### config.mk
export PLATFORM = sky130hd
export DESIGN_NAME = spi_master_core
export DESIGN_NICKNAME = d
export VERILOG_FILES = /design/src/rtl/spi_master_core_pkg.sv /design/src/rtl/spi_master_core.sv
export SDC_FILE = /design/constraint.sdc
export NUM_CORES = 1
export LEC_CHECK = 0
export ABC_AREA = 1
export CORE_MARGIN = 3
export CORE_UTILIZATION = 59
export DETAILED_ROUTE_END_ITERATION = 12
export PLACE_DENSITY_LB_ADDON = 0.05
export SLEW_MARGIN = 20
export SYNTH_ARGS = -nofsm -noshare
export SYNTH_HDL_FRONTEND = slang
export SYNTH_SLANG_ARGS = --single-unit
### constraint.sdc
create_clock -name i_Clk -period 3.4 [get_ports i_Clk]
set_input_delay 0.34 -clock i_Clk [delete_from_list [all_inputs] [get_ports i_Clk]]
set_output_delay 0.34 -clock i_Clk [all_outputs]
set_load 0.05 [all_outputs]
### src/rtl/spi_master_core_pkg.sv
// -----------------------------------------------------------------------------
// spi_master_core_pkg
// Shared constants, types and small helpers for the SPI master core.
//   EDGE_CNT_W      : width of the SPI clock edge counter
//   EDGES_PER_BYTE  : SPI clock edges per byte (8 leading + 8 trailing)
//   mode_cpol/cpha  : decode CPOL/CPHA from the two-bit SPI mode number
// -----------------------------------------------------------------------------
package spi_master_core_pkg;

    localparam int unsigned EDGE_CNT_W = 5;

    typedef logic [EDGE_CNT_W-1:0] edge_cnt_t;
    typedef logic [2:0]            bit_idx_t;

    localparam edge_cnt_t EDGES_PER_BYTE = 5'd16;
    localparam edge_cnt_t EDGE_NONE      = 5'd0;
    localparam edge_cnt_t EDGE_ONE       = 5'd1;

    localparam bit_idx_t BIT_IDX_MSB = 3'd7;
    localparam bit_idx_t BIT_IDX_NXT = 3'd6;
    localparam bit_idx_t BIT_IDX_LSB = 3'd0;
    localparam bit_idx_t BIT_IDX_ONE = 3'd1;

    // Clock polarity: idle level of the SPI clock.
    function automatic logic mode_cpol(input logic [1:0] mode);
        return mode[1];
    endfunction

    // Clock phase: 0 = sample on leading edge, 1 = sample on trailing edge.
    function automatic logic mode_cpha(input logic [1:0] mode);
        return mode[0];
    endfunction

endpackage

### src/rtl/spi_master_core.sv
// -----------------------------------------------------------------------------
// spi_master_core
// Single-byte, full-duplex SPI master (all four SPI modes). Chip select is
// handled outside this block.
//
// Parameters
//   SPI_MODE          : 0..3, CPOL = SPI_MODE[1], CPHA = SPI_MODE[0]
//   CLKS_PER_HALF_BIT : i_Clk cycles per SPI clock half period (>= 2)
//
// Ports
//   i_Clk       in   system clock, rising edge
//   i_Rst_L     in   asynchronous active-low reset
//   i_TX_Byte   in   byte to send, MSB first
//   i_TX_DV     in   one-cycle start strobe, honoured only while o_TX_Ready
//   o_TX_Ready  out  idle and able to accept a new byte
//   o_RX_DV     out  one-cycle strobe, o_RX_Byte freshly valid
//   o_RX_Byte   out  last byte received on MISO
//   o_SPI_Clk   out  SPI clock, idles at CPOL
//   i_SPI_MISO  in   serial data from slave
//   o_SPI_MOSI  out  serial data to slave, holds last bit when idle
// -----------------------------------------------------------------------------
module spi_master_core
    import spi_master_core_pkg::*;
#(
    parameter int SPI_MODE          = 0,
    parameter int CLKS_PER_HALF_BIT = 4
) (
    input  logic       i_Clk,
    input  logic       i_Rst_L,
    input  logic [7:0] i_TX_Byte,
    input  logic       i_TX_DV,
    output logic       o_TX_Ready,
    output logic       o_RX_DV,
    output logic [7:0] o_RX_Byte,
    output logic       o_SPI_Clk,
    input  logic       i_SPI_MISO,
    output logic       o_SPI_MOSI
);

    localparam logic CPOL = mode_cpol(2'(SPI_MODE));
    localparam logic CPHA = mode_cpha(2'(SPI_MODE));

    localparam int HALF_CNT_W = $clog2(2 * CLKS_PER_HALF_BIT);
    localparam logic [HALF_CNT_W-1:0] HALF_ZERO = HALF_CNT_W'(0);
    localparam logic [HALF_CNT_W-1:0] HALF_ONE  = HALF_CNT_W'(1);
    // Count value at which the leading edge fires (end of first half period)
    localparam logic [HALF_CNT_W-1:0] HALF_MID  = HALF_CNT_W'(CLKS_PER_HALF_BIT - 1);
    // Count value at which the trailing edge fires (end of full period)
    localparam logic [HALF_CNT_W-1:0] HALF_END  = HALF_CNT_W'(2 * CLKS_PER_HALF_BIT - 1);

    // Clock generator state
    logic                  tx_ready_r;
    edge_cnt_t             edge_cnt_r;
    logic [HALF_CNT_W-1:0] half_cnt_r;
    logic                  spi_clk_r;
    logic                  leading_r;
    logic                  trailing_r;

    // Data path state
    logic [7:0] tx_byte_r;
    bit_idx_t   tx_bit_idx_r;
    logic       mosi_r;
    bit_idx_t   rx_bit_idx_r;
    logic [6:0] rx_shift_r;
    logic [7:0] rx_byte_r;
    logic       rx_dv_r;

    // Decoded strobes
    logic accept_s;
    logic shift_out_s;
    logic sample_in_s;

    // Start acceptance and per-mode shift/sample edge selection.
    always_comb begin
        accept_s    = 1'b0;
        shift_out_s = 1'b0;
        sample_in_s = 1'b0;
        accept_s    = i_TX_DV & tx_ready_r;
        // CPHA=0 puts bit 7 out at start, so the final trailing edge (edge
        // count already back at zero) must not shift another bit out.
        shift_out_s = CPHA ? leading_r : (trailing_r & (edge_cnt_r != EDGE_NONE));
        sample_in_s = CPHA ? trailing_r : leading_r;
    end

    // SPI clock generator: edge counter, half-bit counter and ready flag.
    always_ff @(posedge i_Clk or negedge i_Rst_L) begin
        if (!i_Rst_L) begin
            tx_ready_r <= 1'b0;
            edge_cnt_r <= EDGE_NONE;
            half_cnt_r <= HALF_ZERO;
            spi_clk_r  <= CPOL;
            leading_r  <= 1'b0;
            trailing_r <= 1'b0;
        end else begin
            leading_r  <= 1'b0;
            trailing_r <= 1'b0;
            if (accept_s) begin
                tx_ready_r <= 1'b0;
                edge_cnt_r <= EDGES_PER_BYTE;
                half_cnt_r <= HALF_ZERO;
            end else if (edge_cnt_r != EDGE_NONE) begin
                tx_ready_r <= 1'b0;
                if (half_cnt_r == HALF_END) begin
                    edge_cnt_r <= edge_cnt_r - EDGE_ONE;
                    trailing_r <= 1'b1;
                    half_cnt_r <= HALF_ZERO;
                    spi_clk_r  <= ~spi_clk_r;
                end else if (half_cnt_r == HALF_MID) begin
                    edge_cnt_r <= edge_cnt_r - EDGE_ONE;
                    leading_r  <= 1'b1;
                    half_cnt_r <= half_cnt_r + HALF_ONE;
                    spi_clk_r  <= ~spi_clk_r;
                end else begin
                    half_cnt_r <= half_cnt_r + HALF_ONE;
                end
            end else begin
                tx_ready_r <= 1'b1;
            end
        end
    end

    // Transmit path: latch byte on accept and drive MOSI MSB first.
    always_ff @(posedge i_Clk or negedge i_Rst_L) begin
        if (!i_Rst_L) begin
            tx_byte_r    <= 8'h00;
            tx_bit_idx_r <= BIT_IDX_MSB;
            mosi_r       <= 1'b0;
        end else if (accept_s) begin
            tx_byte_r <= i_TX_Byte;
            // CPHA=0 must present bit 7 before the first (sampling) edge.
            if (!CPHA) begin
                mosi_r       <= i_TX_Byte[7];
                tx_bit_idx_r <= BIT_IDX_NXT;
            end else begin
                tx_bit_idx_r <= BIT_IDX_MSB;
            end
        end else if (shift_out_s) begin
            mosi_r       <= tx_byte_r[tx_bit_idx_r];
            tx_bit_idx_r <= tx_bit_idx_r - BIT_IDX_ONE;
        end
    end

    // Receive path: shift MISO in MSB first and flag a completed byte.
    always_ff @(posedge i_Clk or negedge i_Rst_L) begin
        if (!i_Rst_L) begin
            rx_bit_idx_r <= BIT_IDX_MSB;
            rx_shift_r   <= 7'h00;
            rx_byte_r    <= 8'h00;
            rx_dv_r      <= 1'b0;
        end else begin
            rx_dv_r <= 1'b0;
            if (accept_s) begin
                rx_bit_idx_r <= BIT_IDX_MSB;
            end else if (sample_in_s) begin
                rx_shift_r   <= {rx_shift_r[5:0], i_SPI_MISO};
                rx_bit_idx_r <= rx_bit_idx_r - BIT_IDX_ONE;
                if (rx_bit_idx_r == BIT_IDX_LSB) begin
                    rx_byte_r <= {rx_shift_r, i_SPI_MISO};
                    rx_dv_r   <= 1'b1;
                end
            end
        end
    end

    assign o_TX_Ready = tx_ready_r;
    assign o_RX_DV    = rx_dv_r;
    assign o_RX_Byte  = rx_byte_r;
    assign o_SPI_Clk  = spi_clk_r;
    assign o_SPI_MOSI = mosi_r;

endmodule

==> flow_results.org <==
** Logic synthesis
- After synthesis the cells add up to between 1500 and 2000 um^2.
- Sequential cell area fraction in the yosys report :: ~55%
- Synthesis produced a netlist whose cell count is about 220.
- Averaged over all synthesized cells, the footprint is 8.849 um^2.
- After synthesis the netlist holds a flip-flop and latch count of 43.
- Net count after synthesis :: 243
- The Yosys step of the flow raised 0 warnings.
- After synthesis, the netlist uses 23 different library cells.

** Worst setup path
- Sort of element at the end of the critical path :: primary output
- Critical-path cell list :: clkdlybuf4s50_1
- WP buf/inv :: 1
- Critical-path maximum fanout :: 2
- STA puts the critical path data arrival time at ~1.6 ns.
- Worst setup path category :: reg2out
- Worst path top cell family by delay :: buffers and inverters
- The largest single stage delay on the critical path is between 0.8 and 0.9 ns.
- Required @ worst endpoint :: about 3.1 ns
- For this design, the slowest cell found on the critical path is sky130_fd_sc_hd__clkdlybuf4s50_1.
- Kind of start point of the critical path :: flop

** Clocking
- Clock tree buffer depth :: 2
- At the later pin of the worst-skew pair, clock insertion delay measures 0.34 ns.
- Number of cells upsized or downsized after cts :: 0
- Number of hold buffers added after cts :: 0
- Clock transition time at the flip-flop clock pins of the worst setup and hold paths :: between 0.1 and 0.15 ns
- The clock net in this run drives a total of between 40 and 50 sinks.
- Number of setup buffers added after CTS :: 0
- CTS tree :: yes
- The root buffer cell chosen for the clock tree is sky130_fd_sc_hd__clkbuf_4.
- Number of CTS-inserted buffers :: 5
- The H-tree was split into 2 levels.

** Layout
- At the end of the flow, the number of nets in the layout was roughly 270.
- # fillers :: about 260
- Leaving out fill and tap cells, the most frequent cells in the layout are sky130_fd_sc_hd__nand2_1 (63), sky130_fd_sc_hd__dfrtp_1 (37), sky130_fd_sc_hd__inv_1 (33), sky130_fd_sc_hd__clkdlybuf4s50_1 (22), sky130_fd_sc_hd__o21ai_0 (18).
- Leaving out fill and tap cells, the most frequent cell in the layout is sky130_fd_sc_hd__nand2_1.
- Fraction of final layout cells sized beyond drive strength 1 :: under 10%
- Relative to the synthesized area, the layout overhead comes to 15.54%.
- Number of antenna repair diodes :: 0

** Global route
- In the global route stage, overall resource usage came out at between 15 and 20%.
- Antenna violations before repair :: 0
- GR Overflow Total :: 0
- Entering global routing, the biggest net connects 44 pins.
- Global-route wire length before repair :: between 6 and 7 mm
- Via count of the first global-routing pass :: ~1400

** Drt
- Final routed wirelength across all metal layers :: ~3.6 mm
- Length of routed met3 wiring :: 146 um
- Top Metal Used :: met4
- First-pass DRT Iterations :: 4
- Routed metal-1 wire length :: around 1.6 mm
- Dividing the detail-routed wire length by the instance count gives approximately 12 um.
- Dividing the detail-routed via count by the number of cells gives 5.044.
- Summing over every cut layer, the via total after detailed routing is about 1500.
- Post-detailed-route DRC marker count :: 0
- In this run the remaining antenna-violating nets after routing total 0.
- Met2 wirelength from detailed routing :: roughly 1.8 mm
- Iteration-0 DRC count of the detailed router :: 121

** Timing
- The number of max-slew violations in the final report came to 0.
- Summed over all failing endpoints, the final setup total negative slack is 0 ns.
- Final worst path period need :: about 1.9 ns
- Share of the clock period used by the worst path after layout :: 55.63%
- Setup repair after global routing left no endpoint under its margin.
- For the pin with the worst max-slew slack, the measured transition is around 0.9 ns.
- Measured against its own limit, the worst slew margin works out to about 39%.
- Final Skew :: 0.01103 ns
- Final hold violation count :: 0
- Setup violations remaining at the end of the flow were counted as 0.
- For this run, the top clock speed supported by timing is 528.7 MHz.

** Placement
- Buffers placed on the I/O ports in this run total 23.
- HPWL after detailed placement :: about 2.6 mm
- Final weighted congestion of routability-driven global placement :: 0.8464

** Pwr
- The analysis attributes to cell leakage a power of 1.167 nW.
- Worst-case vdd ir drop :: about 440 uV
- For this design the ratio of total power to cell area is around 860 nW/um^2.
- Overall power consumption after layout is estimated at roughly 1.9 mW.

** Die
- IO Pins :: 24
- For this configuration, the core starts out at a cell density of 63.31%.
- Floorplan die area :: 4058 um^2
- # rows :: 20
- In this run the vertical extent of the chip is 63.70 um.
- The core region is 3103 um^2.
- Horizontal die dimension :: between 60 and 70 um

** Worst hold path
- Min-delay worst type :: in2async

** Status
- Status :: completed

** Job
- Maximum capacitance violations :: 0
==> cells in the mapped netlist <==
cell | number | area (um^2)
sky130_fd_sc_hd__nand2_2 | 2 | 12.51
sky130_fd_sc_hd__nor2_4 | 1 | 11.26
sky130_fd_sc_hd__inv_1 | 33 | 123.9
sky130_fd_sc_hd__o21ai_0 | 18 | 90.09
sky130_fd_sc_hd__inv_4 | 1 | 6.260
sky130_fd_sc_hd__ha_1 | 9 | 112.6
sky130_fd_sc_hd__dfrtp_1 | 37 | 925.9
sky130_fd_sc_hd__nand3b_1 | 1 | 7.510
sky130_fd_sc_hd__nor2_2 | 2 | 12.51
sky130_fd_sc_hd__buf_2 | 2 | 10.01
sky130_fd_sc_hd__a21oi_4 | 1 | 16.27
sky130_fd_sc_hd__xor2_1 | 1 | 8.760
sky130_fd_sc_hd__nand3_1 | 17 | 85.08
sky130_fd_sc_hd__a22oi_1 | 1 | 7.510
sky130_fd_sc_hd__dfstp_2 | 6 | 157.7
sky130_fd_sc_hd__a21oi_1 | 6 | 30.03
sky130_fd_sc_hd__nand4_1 | 1 | 6.260
sky130_fd_sc_hd__nor2_1 | 10 | 37.54
sky130_fd_sc_hd__nand2_1 | 63 | 236.5
sky130_fd_sc_hd__inv_2 | 1 | 3.750
sky130_fd_sc_hd__o21ai_1 | 6 | 30.03
sky130_fd_sc_hd__nand3_4 | 1 | 17.52
sky130_fd_sc_hd__buf_4 | 2 | 15.01
==> power breakdown <==
part | total [mW] | switching, mW | internal [mW]
logic | 0.854 | 0.552 | 0.302
registers | 0.861 | 0.123 | 0.738
clock network | 0.234 | 0.153 | 0.0808
total | 1.95 | 0.828 | 1.12
==> flip-flops by register name (all words and copies together), names as in the netlist <==
name	flops
o_SPI_MOSI	1
o_SPI_Clk	1
leading_r	1
rx_bit_idx_r	3
half_cnt_r	3
rx_shift_r	7
tx_byte_r	8
tx_bit_idx_r	3
edge_cnt_r	5
o_RX_Byte	8
o_TX_Ready	1
o_RX_DV	1
trailing_r	1
==> path summary, 6_finish.rpt <==
path	startpoint	end	slack, ns	depth (start not counted)
min in group i_Clk	rx_bit_idx_r[2]	rx_bit_idx_r[2]	0.50	2
max in group asynchronous	i_Rst_L	edge_cnt_r[2]	2.71	1
min reg2reg	rx_bit_idx_r[2]	rx_bit_idx_r[2]	0.50	2
min	i_Rst_L	o_RX_Byte[7]	0.12	1
max reg2reg	o_TX_Ready	o_RX_Byte[4]	1.78	5
max	o_RX_Byte[2]	o_RX_Byte[2]	1.51	1
==> kinds of logic after synthesis <==
kind of cell,Yosys count,share of synthesized area (%)
XOR/XNOR,1,0.4459
adder cells (fa/ha/maj),9,5.733
buffers and inverters,39,8.089
AO/OA/AOI/OAI,32,8.854
flip-flops,43,55.16
AND/OR/NAND/NOR,98,21.72
==> final cells by class <==
class,instances,area (um^2),share of cell area [%]
flip-flops and latches,43,1084,47.74
well taps,44,55.05,2.426
multi-input cells,140,721.9,31.81
repair buffers,23,225.2,9.923
inverters,35,133.9,5.899
clock inverters,1,5.005,0.2205
clock buffers,7,45.04,1.985
==> routing by layer <==
| layer | track usage, % | vias to the layer above |
|---|---|---|
| li1 | - | 745 |
| met5 | 0 | - |
| met1 | 25.35 | 692 |
| met3 | 6.061 | 7 |
| met4 | 6.739 | 0 |
| met2 | 32.46 | 34 |
==> stage by stage <==
stage / instances / area [um^2] / utilization [%] / hold WS, ns / worst slack (ns)
floorplan: 222 / 1964 / - / 0.04441 / 1.987
global route: 293 / 2270 / 73.15 / 0.1641 / 1.433
global placement: 285 / 2220 / 71.53 / 0.4539 / 1.501
detailed placement: 285 / 2220 / 71.53 / 0.4787 / 1.422
CTS: 293 / 2270 / 73.15 / 0.1318 / 1.484
finish: 293 / 2270 / 73.15 / 0.1194 / 1.509
No activity file was read; power rests on OpenSTA's default activity.
